**src/rtl/hazard_ctrl_pkg.sv**
```systemverilog
// Shared encodings and defaults for the pipeline stall/bubble controller.
// Tnew/Tuse are small cycle counts; Tuse of 3 marks an operand that is not read.
package hazard_ctrl_pkg;

    localparam logic [1:0] TNEW_0    = 2'd0;
    localparam logic [1:0] TNEW_1    = 2'd1;
    localparam logic [1:0] TNEW_2    = 2'd2;
    localparam logic [1:0] TUSE_0    = 2'd0;
    localparam logic [1:0] TUSE_1    = 2'd1;
    localparam logic [1:0] TUSE_2    = 2'd2;
    localparam logic [1:0] TUSE_NONE = 2'd3;

    localparam int MUL_LAT_DEF = 5;
    localparam int DIV_LAT_DEF = 10;

    localparam logic [4:0] REG_ZERO = 5'd0;

    // Tnew one stage later; saturates at zero so a finished result stays ready.
    function automatic logic [1:0] tnew_advance(input logic [1:0] tnew);
        return (tnew == TNEW_0) ? TNEW_0 : tnew - 2'd1;
    endfunction

endpackage

```
**src/rtl/hazard_ctrl_md_sched.sv**
```systemverilog
// Mult/div scheduler: start pulse while the md instruction sits in E,
// then a down-counter that keeps the unit busy for the operation latency.
module hazard_ctrl_md_sched
    import hazard_ctrl_pkg::*;
#(
    parameter int MUL_LAT = MUL_LAT_DEF,
    parameter int DIV_LAT = DIV_LAT_DEF,
    parameter int CW      = 4
) (
    input  logic clk,
    input  logic reset,
    input  logic md_E,
    input  logic divsel_E,
    output logic md_start,
    output logic md_busy
);

    logic [CW-1:0] cnt;

    assign md_start = md_E;
    assign md_busy  = (cnt != '0);

    // A start always reloads, even if the unit is still counting.
    always_ff @(posedge clk or posedge reset) begin
        if (reset) begin
            cnt <= '0;
        end else if (md_start) begin
            cnt <= divsel_E ? CW'(DIV_LAT) : CW'(MUL_LAT);
        end else if (cnt != '0) begin
            cnt <= cnt - CW'(1);
        end
    end

endmodule

```
**src/rtl/hazard_ctrl.sv**
```systemverilog
// Stall/bubble controller for the five-stage pipeline: Tuse/Tnew data-hazard
// detection against a private E/M shadow, plus mult/div busy interlock.
module hazard_ctrl
    import hazard_ctrl_pkg::*;
#(
    parameter int MUL_LAT = MUL_LAT_DEF,
    parameter int DIV_LAT = DIV_LAT_DEF,
    parameter int CW      = 4
) (
    input  logic       clk,
    input  logic       reset,
    input  logic [4:0] rs_D,
    input  logic [4:0] rt_D,
    input  logic [1:0] tuse_rs,
    input  logic [1:0] tuse_rt,
    input  logic [4:0] dest_D,
    input  logic [1:0] tnew_D,
    input  logic       md_D,
    input  logic       div_D,
    input  logic       hilo_D,
    output logic       stall,
    output logic       pc_en,
    output logic       ifid_en,
    output logic       idex_clr,
    output logic       md_start,
    output logic       md_busy
);

    logic [4:0] dest_E, dest_M;
    logic [1:0] tnew_E, tnew_M;
    logic       md_E, divsel_E;
    logic       stall_rs, stall_rt, md_stall;

    // A stalled D instruction does not advance; E receives a bubble instead.
    always_ff @(posedge clk or posedge reset) begin
        if (reset) begin
            dest_E   <= REG_ZERO;
            tnew_E   <= TNEW_0;
            md_E     <= 1'b0;
            divsel_E <= 1'b0;
            dest_M   <= REG_ZERO;
            tnew_M   <= TNEW_0;
        end else begin
            if (stall) begin
                dest_E   <= REG_ZERO;
                tnew_E   <= TNEW_0;
                md_E     <= 1'b0;
                divsel_E <= 1'b0;
            end else begin
                dest_E   <= dest_D;
                tnew_E   <= tnew_D;
                md_E     <= md_D;
                divsel_E <= div_D;
            end
            dest_M <= dest_E;
            tnew_M <= tnew_advance(tnew_E);
        end
    end

    // Stall only when the producer's result arrives later than the consumer needs it.
    always_comb begin
        stall_rs = (rs_D != REG_ZERO) &&
                   (((rs_D == dest_E) && (tnew_E > tuse_rs)) ||
                    ((rs_D == dest_M) && (tnew_M > tuse_rs)));
        stall_rt = (rt_D != REG_ZERO) &&
                   (((rt_D == dest_E) && (tnew_E > tuse_rt)) ||
                    ((rt_D == dest_M) && (tnew_M > tuse_rt)));
    end

    hazard_ctrl_md_sched #(
        .MUL_LAT (MUL_LAT),
        .DIV_LAT (DIV_LAT),
        .CW      (CW)
    ) u_md_sched (
        .clk      (clk),
        .reset    (reset),
        .md_E     (md_E),
        .divsel_E (divsel_E),
        .md_start (md_start),
        .md_busy  (md_busy)
    );

    assign md_stall = hilo_D & (md_start | md_busy);
    assign stall    = stall_rs | stall_rt | md_stall;
    assign pc_en    = ~stall;
    assign ifid_en  = ~stall;
    assign idex_clr = stall;

endmodule

```
**config.mk**
```make
export PLATFORM = sky130hd
export DESIGN_NAME = hazard_ctrl
export DESIGN_NICKNAME = d
export VERILOG_FILES = /design/src/rtl/hazard_ctrl_pkg.sv /design/src/rtl/hazard_ctrl_md_sched.sv /design/src/rtl/hazard_ctrl.sv
export SDC_FILE = /design/constraint.sdc
export NUM_CORES = 1
export LEC_CHECK = 0
export BUFFER_PORTS_ARGS = -buffer_cell sky130_fd_sc_hd__buf_2
export CELL_PAD_IN_SITES_DETAIL_PLACEMENT = 1
export CELL_PAD_IN_SITES_GLOBAL_PLACEMENT = 1
export CORE_AREA = 2 2 67 69
export CTS_CLUSTER_DIAMETER = 150
export CTS_CLUSTER_SIZE = 16
export DETAILED_ROUTE_END_ITERATION = 6
export DIE_AREA = 0 0 69 71
export GPL_TIMING_DRIVEN = 0
export MAX_ROUTING_LAYER = met4
export PLACE_DENSITY = 0.69
export SLEW_MARGIN = 40
export SYNTH_ARGS = -nofsm -noshare
export SYNTH_HDL_FRONTEND = slang
export SYNTH_SLANG_ARGS = --single-unit
```
**constraint.sdc**
```tcl
create_clock -name clk -period 2.3 [get_ports clk]
set_clock_uncertainty 0.05 [all_clocks]
set_input_delay 0 -clock clk [delete_from_list [all_inputs] [get_ports clk]]
set_output_delay 0 -clock clk [all_outputs]
set_load 0.005 [all_outputs]
```
[Yosys cells after proc, flatten, opt, wreduce, memory -nomap -nowiden]
Index checks and enable logic that the tools add are counted.
Storage, ports and cells
  register bits after elaboration: 20
  logic and storage cells: 43
  bits of input ports: 26
Cells by class
  multiplexer cells: 8
  equal/unequal tests: 4
  $lt $le $gt $ge: 4
  reduce and logical (&&, ||, !) cells: 13
  bitwise operators: 5
  $add $sub $neg: 2
Operator list (count)
  5-bit equality test: 4
  4-bit 2-to-1 mux: 3
  5-bit nonzero test: 2
  2-bit > comparator: 4
  1-bit logical AND: 6
  5-bit 2-to-1 mux: 1
  2-bit 2-to-1 mux: 2
  4-bit nonzero test: 1
  4-bit by 1-bit subtractor with 4-bit output (second input constant): 1
  1-bit OR: 3
  2-bit zero test: 1
  1-bit logical OR: 2
  1-bit 2-to-1 mux: 2
  2-bit nonzero test: 1
  2-bit by 1-bit subtractor with 2-bit output (second input constant): 1
  1-bit bitwise AND: 1
  1-bit inverter: 1

[Logic depth before layout (Yosys ltp)]
Gate-level depths: netlist of run 1.
  depth after elaboration: 7
  mapped depth: 9

[Hierarchy]
Synthesis of run 1 repeated with hierarchy kept, for this count alone.
Second synthesis, totals
  cells, all modules: 132
  area total of the unflattened synthesis: 1308.8 sq um
By module, submodules not included
  hazard_ctrl: cells each 103, area an instance 1038.5 sq um, times used 1, sequential area each 400.4 sq um
  hazard_ctrl_md_sched: cells each 29, area an instance 270.3 sq um, times used 1, sequential area each 100.1 sq um

[Least setup slack after synthesis of run 1]
OpenSTA, ideal clock, no wires.
  path kind: flip-flop to output port
  from: reg u_md_sched.cnt[0]
  to: out pc_en
  setup slack: 0.483 ns
  arrival: 1.767 ns
  cell stages (with the launch flop): 10
  cell sequence: dfrtp_1 -> inv_1 -> ha_1 -> nand2b_1 -> nor2_2 -> inv_2 -> o21a_1 -> clkbuf_1 -> nor3_1 -> buf_4
On the way
  word-level cells in the longest chain between the ends: 5
RTL lines
  start, declared: RTL line hazard_ctrl_md_sched.sv:18  | logic [CW-1:0] cnt;
  start signal, assigned: RTL line hazard_ctrl_md_sched.sv:28  | cnt <= divsel_E ? CW'(DIV_LAT) : CW'(MUL_LAT);
  start signal, assigned: RTL line hazard_ctrl_md_sched.sv:30  | cnt <= cnt - CW'(1);
  4-bit nonzero test: RTL line hazard_ctrl_md_sched.sv:21  | assign md_busy = (cnt != '0);
  via md_busy: RTL line hazard_ctrl.sv:26  | output logic md_busy
  1-bit OR: RTL line hazard_ctrl.sv:83  | assign md_stall = hilo_D & (md_start | md_busy);
  1-bit bitwise AND: RTL line hazard_ctrl.sv:83
  1-bit OR: RTL line hazard_ctrl.sv:84  | assign stall = stall_rs | stall_rt | md_stall;
  1-bit inverter
  end, declared: RTL line hazard_ctrl.sv:22  | output logic pc_en,
The timed path passes the listed nets, and every way through them passes these cells.

[Final worst setup path of run 1]
  from: reg tnew_E[1]
  to: out pc_en
On the way
  word-level cells in the longest chain between the ends: 7
RTL lines
  start, declared: RTL line hazard_ctrl.sv:30  | logic [1:0] tnew_E, tnew_M;
  start signal, assigned: RTL line hazard_ctrl.sv:51  | tnew_E <= tnew_D;
  2-bit > comparator, on equally long branches: RTL line hazard_ctrl.sv:63, hazard_ctrl.sv:66
  1-bit logical AND, on equally long branches: RTL line hazard_ctrl.sv:63, hazard_ctrl.sv:66
  1-bit logical OR, on equally long branches: RTL line hazard_ctrl.sv:63, hazard_ctrl.sv:66
  1-bit logical AND, on equally long branches: RTL line hazard_ctrl.sv:62, hazard_ctrl.sv:65
  1-bit OR * (2 in a row): RTL line hazard_ctrl.sv:84
  1-bit inverter *: RTL line hazard_ctrl.sv:85  | assign pc_en = ~stall;
Mark *: on every way between the ends. The rest lies on a longest branch, timed or not.

==> summary.md, run 1 <==
| Metric | Value |
|---|---|
| Slew @ Worst Pin | `between 700 and 800 ps` |
| Drt pass-1 iters | `5` |
| Final net count | `between 200 and 250` |
| Xor-xnor portion of the synthesized cell area | `0.154` |
| Main synth FF type | `dfrtp_1` |
| WP data required | `around 2300 ps` |
| Net Sw Frac | `0.335` |
| Detail Route Antenna Nets | `0` |
| IO buf count | `31` |
| Critical path arrival | `around 2100 ps` |
| Crit-path max FO | `4` |
| TritonCTS clock tree | `built` |
| Register area share after synthesis | `0.399` |
| Synthesized flop and latch total | `20` |
| Critical Path Sink Type | `primary output` |
| Buffer depth of the longest clock path | `2` |
| Sequential share of power | `0.433` |
| Setup TNS | `0 ps` |
| Initial antenna violation count | `0` |
| Total power draw | `~1.1 mW` |
| Max frequency | `between 0.4 and 0.5 GHz` |
| Core area | `around 4200 µm²` |
| Comb pwr share | `0.375` |
| Clk pin slew, worst setup/hold paths | `~60 ps` |
| Total gr overflow | `0` |
| Die area | `between 4000 and 5000 µm²` |
| H-tree depth | `1` |
| Routed Wire Length | `~3000 µm` |
| Placed insts | `between 150 and 200` |
| Fin area | `1690 µm²` |
| Peak VDD IR | `between 0.2 and 0.25 mV` |
| Fin crit period | `approximately 2200 ps` |
| Num ports | `32` |
| Hold slack | `~270 ps` |
| HPWL after DPL | `~2400 µm` |
| Total track usage | `0.131` |
| Syn nets | `~150` |
| Number of synthesis warnings | `0` |
| Max-cap viol count | `0` |
| Clock Latency Late Sink | `250 ps` |
| Vias | `about 1000` |
| Critical Path Start | `tnew_E[1]$_DFF_PP0_` |
| Internal power | `between 0.7 and 0.8 mW` |
| Final period utilization | `0.940` |
| Die X | `around 69 µm` |
| Number of DRC markers in iteration 0 | `18` |
| Mean post-synth cell area | `10.9 µm²` |
| Final Hold Fails | `0` |
| Vias in the first global route | `~1100` |
| Post-route insts no fill | `between 200 and 250` |
| Mean routed wirelength per cell | `~14 µm` |
| Cell area after synthesis | `1250 µm²` |
| Worst r2r src | `tnew_E[1]$_DFF_PP0_` |
| Startpoint Class | `flip-flop` |
| Post-Synth Adder-Cell Area | `0.0998` |
| Worst hold path type | `in -> async` |
| Setup Crit Path Kind | `reg -> out` |
| Vias/cell | `approximately 4.8` |
| Synth Instances | `about 120` |
| Top-area cell type share of the netlist area | `0.399` |
| Initial core utilization | `0.298` |
| Mux cell area share after synthesis | `0.00798` |
| Largest family of logic cells by synthesized area | `simple AND/OR/NAND/NOR gates` |
| Max-slew headroom | `0.514` |
| PwrDens | `between 600 and 700 nW/µm²` |
| DRC viols | `0` |
| Final setup fails | `0` |
| Number of CTS-inserted buffers | `3` |
| Clock network fraction of design power | `0.193` |
| Simple-Gate Fraction of Synth Area | `0.214` |
| Placed inst area | `~1500 µm²` |
| Synth Area in Compound Gates | `0.0619` |
| Synth top area cells | `dfrtp_1, nor4b_2, ha_1` |
| Global-route wire length before repair | `about 5000 µm` |
| Fin. max-slew vios | `0` |
| Outcome | `finished, final reports clean` |
| Area grow syn2layout | `34.9%` |
| Ant diodes | `0` |
| Asr flop ratio synth | `1.00` |
| Switching pwr | `around 0.38 mW` |
| Post-synth EDFFs | `0` |
| Leakage | `0.791 nW` |
| Synth unique cells | `27` |
| Die Y | `around 70 µm` |
| RSZ-0062 raised after global routing | `false` |
| CTS Root Cell | `clkbuf_8` |
| Rows | `24` |
| Pin count of the biggest net entering global routing | `21` |
| Clk sinks | `20` |
| Share of cells above drive strength 1 | `0.355` |
| Gpl congestion | `between 0.9 and 1` |
| Synth area leader | `dfrtp_1` |
==> repair_timing <==
item,4_1_cts,5_1_grt
pin swaps,0,1
hold buffers,10,0
endpoints found under the hold margin,29,0
setup endpoints to repair,2,3
resized for setup,4,3
buffers inserted,0,7
==> per-layer routing <==
layer / vias up / share of wire / GRT usage
li1: 500 / - / -
met1: 511 / 0.43 / 0.144
met2: 29 / 0.50 / 0.234
met3: 6 / 0.043 / 0.0199
met4: 0 / 0.022 / 0.0588
met5: - / 0 / -
==> layout by cell type, fill, tap and decap left out, drive strengths merged, types with 3 or more instances in the layout <==
master	synthesis	routed
buf	4	43
dfrtp	20	20
xnor2	14	14
inv	12	11
ha	10	10
dlygate4sd3	0	10
nor4b	9	9
xor2	8	8
nand2	7	7
nand4	4	4
a21oi	4	4
nor4	4	4
o21a	3	3
clkbuf	1	3
==> critical path: stages, from the launching register on <==
cell,delay (ps)
dfrtp_1,410
ha_1,300
nand2_1,90
nand4_1,120
nor4_2,300
o22a_1,220
buf_6,130
nor3_2,40
buf_4,130
buf_2,120
==> through the flow <==
step	utilization	setup slack, ps
finish	0.402	138
global route	0.402	4.04
CTS	0.388	2.08
detailed placement	0.351	155
global placement	0.351	268
floorplan	-	483
==> power by group through the flow <==
stage	combinational (mW)	sequential [mW]	clock [mW]
2_1_floorplan	0.280	0.475	0
3_3_place_gp	0.363	0.488	0
3_5_place_dp	0.393	0.493	0
4_1_cts	0.417	0.488	0.226
5_1_grt	0.475	0.501	0.238
6_report	0.425	0.490	0.218
==> flip-flops by register name, summed over array words and instances, names as in the netlist <==
register,cells
divsel_E,1
dest_M,5
tnew_E,2
md_E,1
tnew_M,2
u_md_sched.cnt,4
dest_E,5
==> worst paths after layout <==
path / cells past startpoint / end / slack [ps]
max in group asynchronous: 3 / tnew_E[0]$_DFF_PP0_ / 1580
worst max register to register: 8 / md_E$_DFF_PP0_ / 380
min in group clk: 5 / dest_E[0]$_DFF_PP0_ / 310
worst min register to register: 1 / tnew_M[0]$_DFF_PP0_ / 390
worst min-delay path: 3 / u_md_sched.cnt[2]$_DFFE_PP0N_ / 270
worst max-delay path: 9 / pc_en / 140
==> cell type report <==
class / instances / area [µm²]
repair buffers: 48 / 308
flip-flops and latches: 20 / 500
plain buffers: 5 / 42.5
fillers: 506 / 2510
well taps: 52 / 65.1
multi-input cells: 78 / 689
clock buffers: 3 / 41.3
inverters: 12 / 45.0
==> cells by family after synthesis <==
logic type | after synthesis
AOI/OAI and AO/OA | 12
xor gates and xnor gates | 22
adders and majority gates | 10
buffers and inverters | 17
DFF | 20
muxes | 1
and+or+nand+nor | 33
==> synth_stat cells (2+ instances only) <==
cell and count:
nor4b_2 9, xnor2_1 14, inv_1 11, o22a_1 2, o21a_1 3, ha_1 10, buf_4 2, a21oi_1 4
nand2_1 7, or4_1 2, dfrtp_1 20, nand4_1 4, xor2_1 8, nor4_1 4, nor3_1 2, o21ai_0 2
Power figures use the tool's default switching activity.
==> run 2: changes to the inputs <==
==> constraint.sdc (replaced) <==
create_clock -name clk -period 2.3 [get_ports clk]
set_clock_uncertainty 0.05 [all_clocks]
set_input_delay 0.23 -clock clk [delete_from_list [all_inputs] [get_ports clk]]
set_output_delay 0.23 -clock clk [all_outputs]
set_load 0.005 [all_outputs]
==> summary.md, run 2 (same netlist as run 1, synthesis figures left out) <==
| Metric | Value |
|---|---|
| Outcome | `finished, final reports clean` |
| Max frequency | `0.445 GHz (-3.8%)` |
| CTS Root Cell | `clkbuf_8` |
| Critical path arrival | `1970 ps (-140 ps)` |
| Detail Route Antenna Nets | `0 (unchanged)` |
| Startpoint Class | `flip-flop` |
| Mean routed wirelength per cell | `15.4 µm (+9.9%)` |
| Core area | `4200 µm² (unchanged)` |
| Vias/cell | `4.82 (+0.40%)` |
| TritonCTS clock tree | `built` |
| Final worst slack | `51.7 ps (-86.0 ps)` |
| Critical Path Sink Type | `primary output` |
| Vias in the first global route | `1161 (+4.1%)` |
| Leakage | `0.748 nW (-5.5%)` |
| Num ports | `32 (unchanged)` |
| Largest regs | `dest_E: 5 flops, dest_M: 5 flops, u_md_sched.cnt: 4 flops` |
| FILL cells | `496 (-2.0%)` |
| Critical Path Start | `tnew_E[1]$_DFF_PP0_` |
| HPWL after DPL | `2420 µm (unchanged)` |
| Number of CTS-inserted buffers | `3 (unchanged)` |
| Pre-CTS WS | `-74.9 ps (-230 ps)` |
| Final setup fails | `0 (unchanged)` |
| FF/Latch Area | `502 µm² (+0.25%)` |
| Number of DRC markers in iteration 0 | `13 (-5)` |
| Gpl congestion | `0.933 (unchanged)` |
| Final period utilization | `0.978 (+0.0374)` |
| WP data required | `2020 ps (-230 ps)` |
| Vias | `1002 (-4.2%)` |
| Fin util | `0.399 (-0.00327)` |
| PwrDens | `725 nW/µm² (+8.1%)` |
| RSZ-0062 raised after global routing | `true` |
| Drt pass-1 iters | `2 (-3)` |
| Worst r2r src | `tnew_E[1]$_DFF_PP0_` |
| Global-route wire length before repair | `5480 µm (+11%)` |
| Max-cap viol count | `0 (unchanged)` |
| Crit-path max FO | `4 (unchanged)` |
| Initial core utilization | `0.298 (unchanged)` |
| Die Y | `71 µm (unchanged)` |
| Commonest non-fill, non-tap cell in the layout | `buf_2` |
| Buffer depth of the longest clock path | `2 (unchanged)` |
| Total gr overflow | `0 (unchanged)` |
| Routed Wire Length | `3200 µm (+4.9%)` |
| Total track usage | `0.145 (+0.0143)` |
| Setup Crit Path Kind | `reg -> out` |
| Worst hold path type | `in -> reg` |
| Fin crit period | `2250 ps (+86.0 ps)` |
| Pin count of the biggest net entering global routing | `21 (unchanged)` |
| Clock Latency Late Sink | `250 ps (about the same)` |
| Final Hold Fails | `0 (unchanged)` |
| Ant diodes | `0 (unchanged)` |
| Multi-input gate area | `763 µm² (+11%)` |
| Initial antenna violation count | `0 (unchanged)` |
| Max-slew headroom | `0.523 (+0.00908)` |
| Share of cells above drive strength 1 | `0.455 (+0.0997)` |
| Clk sinks | `20 (unchanged)` |
| Die X | `69 µm (unchanged)` |
| H-tree depth | `1 (unchanged)` |
| Clk pin slew, worst setup/hold paths | `70 ps (about the same)` |
| IO buf count | `31 (unchanged)` |
| Most frequent cells in the layout | `buf_2, dfrtp_1, xnor2_1, nor4b_2` |
| Setup TNS | `0 ps (unchanged)` |
| Rows | `24 (unchanged)` |
| DRC viols | `0 (unchanged)` |
| Peak VDD IR | `0.251 mV (+17%)` |
| Die area | `4900 µm² (unchanged)` |
| Final net count | `194 (-4.9%)` |
| Fin. max-slew vios | `0 (unchanged)` |
| Slew @ Worst Pin | `711 ps (-13.5 ps)` |
| Min-delay src | `dest_D[3]` |
| Area grow syn2layout | `33.8%` |
run 2: metrics by stage:
step / cell area (µm²) / cells / power, mW / hold WS (ps)
floorplan: 1250 / 115 / 0.755 / 144
global route: 1680 / 208 / 1.31 / 191
global placement: 1470 / 198 / 0.850 / 336
finish: 1680 / 208 / 1.22 / 198
detailed placement: 1470 / 198 / 0.886 / 348
CTS: 1650 / 206 / 1.20 / 74.4
run 2: final timing paths:
check | to | slack, ps | cells after the start
worst max-delay path | pc_en | 50 | 8
min in group asynchronous | u_md_sched.cnt[1]$_DFFE_PP0N_ | 500 | 3
worst min register to register | tnew_M[0]$_DFF_PP0_ | 410 | 1
worst max register to register | md_E$_DFF_PP0_ | 400 | 8
worst min-delay path | dest_E[3]$_DFF_PP0_ | 200 | 2
max in group asynchronous | tnew_E[1]$_DFF_PP0_ | 1320 | 3
run 2: per-layer routing:
layer | up-vias | global-route usage | share of wire
li1 | 481 | - | -
met3 | 2 | 0.0185 | 0.036
met4 | 0 | 0.0523 | 0.0066
met5 | - | - | 0
met1 | 492 | 0.165 | 0.44
met2 | 27 | 0.262 | 0.52
run 2: worst max-delay path, stage by stage (launching register included):
cell and delay [ps]:
dfrtp_2 460, ha_4 290, a21oi_2 60, nor4_2 260, o22a_1 250, buf_6 130
nor3_4 30, buf_4 120, buf_2 120
run 2: timing repair:
| action | in CTS | in global routing |
|---|---|---|
| pin swaps | 12 | 0 |
| setup buffers | 6 | 1 |
| endpoints found under the hold margin | 0 | 20 |
| setup endpoints to repair | 4 | 4 |
| hold buffers | 0 | 1 |
| resized for setup | 19 | 3 |
run 2: power by group:
part	internal [mW]	switching [mW]	leakage (nW)	total (mW)
sequential	0.421	0.0677	0.253	0.489
clock	0.116	0.101	0.0216	0.217
combinational	0.268	0.242	0.473	0.510
total	0.805	0.411	0.748	1.22
run 2: layout make-up:
| class | count | area share |
|---|---|---|
| Multi-Input combinational cell | 78 | 0.455 |
| Sequential cell | 20 | 0.299 |
| Timing Repair Buffer | 39 | 0.130 |
| Tap cell | 52 | 0.0388 |
| Inverter | 12 | 0.0268 |
| Buffer | 4 | 0.0261 |
| Clock buffer | 3 | 0.0246 |
==> run 3: changes to the inputs <==
- ABC_AREA: not set -> 1
- ABC_CLOCK_PERIOD_IN_PS: not set -> 2300
- CORE_AREA: 2 2 67 69 -> 2 2 70 72
- DIE_AREA: 0 0 69 71 -> 0 0 72 74
- GPL_TIMING_DRIVEN: 0 -> not set
- PLACE_DENSITY: 0.69 -> 0.72
==> summary.md, run 3 <==
| Metric | Value |
|---|---|
| IO buf count | `31 (unchanged)` |
| Syn nets | `231 (+53%)` |
| HPWL after DPL | `2730 µm (+13%)` |
| Cells on worst reg2reg path | `12 (+4)` |
| Cell area after synthesis | `1370 µm² (+9.1%)` |
| Startpoint Class | `flip-flop` |
| Reg-to-Reg End | `dest_E[4]$_DFF_PP0_` |
| Fin crit period | `2040 ps (-204 ps)` |
| Number of synthesis warnings | `0 (unchanged)` |
| Setup TNS | `0 ps (unchanged)` |
| Die Y | `74 µm (+4.2%)` |
| Clock Latency Late Sink | `250 ps (about the same)` |
| Number of DRC markers in iteration 0 | `19 (+6)` |
| Max-cap viol count | `0 (unchanged)` |
| Fin util | `0.356 (-0.0432)` |
| Total gr overflow | `0 (unchanged)` |
| Vias/cell | `4.35 (-9.8%)` |
| Grt met3 use | `0.0217 (+0.00316)` |
| Clk pin slew, worst setup/hold paths | `70 ps (about the same)` |
| Final setup fails | `0 (unchanged)` |
| PwrDens | `708 nW/µm² (-2.3%)` |
| Synth Instances | `195 (+70%)` |
| Global-route wire length before repair | `5550 µm (+1.3%)` |
| Leakage | `0.975 nW (+30%)` |
| Pin count of the biggest net entering global routing | `21 (unchanged)` |
| Most frequent cell after synthesis | `nand2_1` |
| Ant diodes | `0 (unchanged)` |
| Mean post-synth cell area | `7.01 µm² (-36%)` |
| Min-delay src | `md_D` |
| WHS Path Cells | `3 (+1)` |
| Synth top area cells | `dfrtp_1, nand2_1, inv_1` |
| Outcome | `finished, final reports clean` |
| Synth area leader | `dfrtp_1` |
| Buffer depth of the longest clock path | `2 (unchanged)` |
| Worst hold path type | `in -> reg` |
| Gpl congestion | `0.834 (-11%)` |
| Die area | `5330 µm² (+8.8%)` |
| Critical Path Sink Type | `primary output` |
| Max frequency | `0.489 GHz (+10%)` |
| GR Util met2 | `0.231 (-0.0303)` |
| Worst r2r src | `tnew_E[1]$_DFF_PP0_` |
| Number of CTS-inserted buffers | `3 (unchanged)` |
| Mean routed wirelength per cell | `11.0 µm (-28%)` |
| Fin. max-slew vios | `0 (unchanged)` |
| CTS Root Cell | `clkbuf_8` |
| Routed Wire Length | `3130 µm (-2.3%)` |
| TritonCTS clock tree | `built` |
| Synthesized flop and latch total | `20 (unchanged)` |
| Largest regs | `dest_E: 5 flops, dest_M: 5 flops, u_md_sched.cnt: 4 flops` |
| Synth cell count leaders | `nand2_1, inv_1, dfrtp_1, nor2_1, ha_1` |
| H-tree depth | `1 (unchanged)` |
| Die X | `72 µm (+4.3%)` |
| Max-slew headroom | `0.521 (-0.00259)` |
| GR Util met1 | `0.169 (+0.00388)` |
| Total track usage | `0.138 (-0.00749)` |
| Most frequent cells in the layout | `nand2_1, inv_1, buf_2, dfrtp_1, nor2_1` |
| DRC viols | `0 (unchanged)` |
| Initial antenna violation count | `0 (unchanged)` |
| Hold worst-path end | `md_E$_DFF_PP0_` |
| WP data required | `2020 ps (about the same)` |
| Drt pass-1 iters | `2 (unchanged)` |
| Detail Route Antenna Nets | `0 (unchanged)` |
| Commonest non-fill, non-tap cell in the layout | `nand2_1` |
| # Post-CTS Setup Buffers | `0 (-6)` |
| Synth unique cells | `20 (-26%)` |
| Main synth FF type | `dfrtp_1` |
| Num ports | `32 (unchanged)` |
| Slew @ Worst Pin | `715 ps (+3.86 ps)` |
| FILL cells | `593 (+20%)` |
| Top Usage Layer GRT | `met2` |
| Peak VDD IR | `0.567 mV (+130%)` |
| Clk sinks | `20 (unchanged)` |
| Post-synth EDFFs | `0 (unchanged)` |
| R2R setup slack | `510 ps (+110 ps)` |
| Top-area cell type share of the netlist area | `0.366 (-0.0332)` |
| Final net count | `266 (+37%)` |
| Crit-path max FO | `4 (unchanged)` |
| Initial core utilization | `0.297 (-0.000799)` |
| Final period utilization | `0.889 (-0.0888)` |
| Rows | `25 (+4.2%)` |
| Register area share after synthesis | `0.366 (-0.0332)` |
| RSZ-0062 raised after global routing | `false` |
| Area grow syn2layout | `19.7%` |
| Vias | `1230 (+23%)` |
| Share of cells above drive strength 1 | `0.249 (-0.206)` |
| Critical path arrival | `1760 ps (-210 ps)` |
| Vias in the first global route | `1274 (+9.7%)` |
| Setup Crit Path Kind | `reg -> out` |
| Core area | `4600 µm² (+9.4%)` |
| Final Hold Fails | `0 (unchanged)` |
| Asr flop ratio synth | `1.00 (unchanged)` |
[run 3: cell count changes after synthesis, moves of 9 or more]
cell and change:
nand3_1 +9, nor4b_2 -9, nand2_1 +50, xnor2_1 -14, nor2_1 +16, inv_1 +28
[run 3: worst max path at each step]
stage                        start                  end  slack [ps]  depth (start not counted)
2_1_floorplan  tnew_E[1]$_DFF_PP0_                pc_en         500                         13
3_3_place_gp   tnew_E[1]$_DFF_PP0_                pc_en         570                         12
3_5_place_dp   tnew_E[1]$_DFF_PP0_  dest_E[4]$_DFF_PP0_         520                         12
4_1_cts        tnew_E[1]$_DFF_PP0_              ifid_en         240                         12
5_1_grt        tnew_E[1]$_DFF_PP0_              ifid_en          60                         12
6_report       tnew_E[1]$_DFF_PP0_              ifid_en         260                         12
[run 3: what timing repair did]
item,in CTS,in global routing
resized for setup,0,0
hold endpoints to repair,0,20
hold buffers,0,1
[run 3: power by group]
group          switching, mW  leakage [nW]  internal (mW)
Clock                  0.108        0.0288          0.152
Sequential            0.0635         0.255          0.423
Combinational          0.236         0.691          0.177
[run 3: cells by family (layout without fill, tap and decap cells)]
| group | after synthesis | after routing | share of synthesized area |
|---|---|---|---|
| AND/OR/NAND/NOR | 97 | 97 | 0.314 |
| adder cells (fa/ha/maj) | 10 | 10 | 0.0915 |
| flip-flops | 20 | 20 | 0.366 |
| AO/OA/AOI/OAI | 12 | 12 | 0.0457 |
| XOR/XNOR | 5 | 5 | 0.0320 |
| buffers and inverters | 51 | 85 | 0.151 |
[run 3: area by class of cell]
class | instances | area, µm² | share of cell area
clock buffer | 4 | 55.1 | 0.0336
inverter | 48 | 180 | 0.110
multi-input combinational | 124 | 661 | 0.404
sequential | 20 | 500 | 0.306
tap | 54 | 67.6 | 0.0413
timing repair buffer | 33 | 173 | 0.106
[run 3: worst max-delay path, cell delays in order, from the launching register on]
cell,delay [ps]
dfrtp_1,410
ha_1,310
nand2_1,70
inv_1,40
nor2_1,110
nand2_1,60
nor2_1,90
nand2_1,60
nand2_1,50
nand2_1,60
nand3_2,100
inv_2,40
buf_2,120
[run 3: through the flow]
stage	instance area [µm²]	cells	hold WS, ps	total power [mW]	setup WS (ps)
floorplan	1370	195	144	0.793	503
global placement	1570	278	345	0.902	567
detailed placement	1570	278	350	0.915	518
CTS	1630	282	66.3	1.18	238
global route	1640	283	127	1.28	62.6
finish	1640	283	136	1.16	256
[run 3: metal layers]
layer	wire length, µm	vias up
met4	59	0
li1	-	642
met2	1480	27
met5	0	-
met1	1450	555
met3	136	6
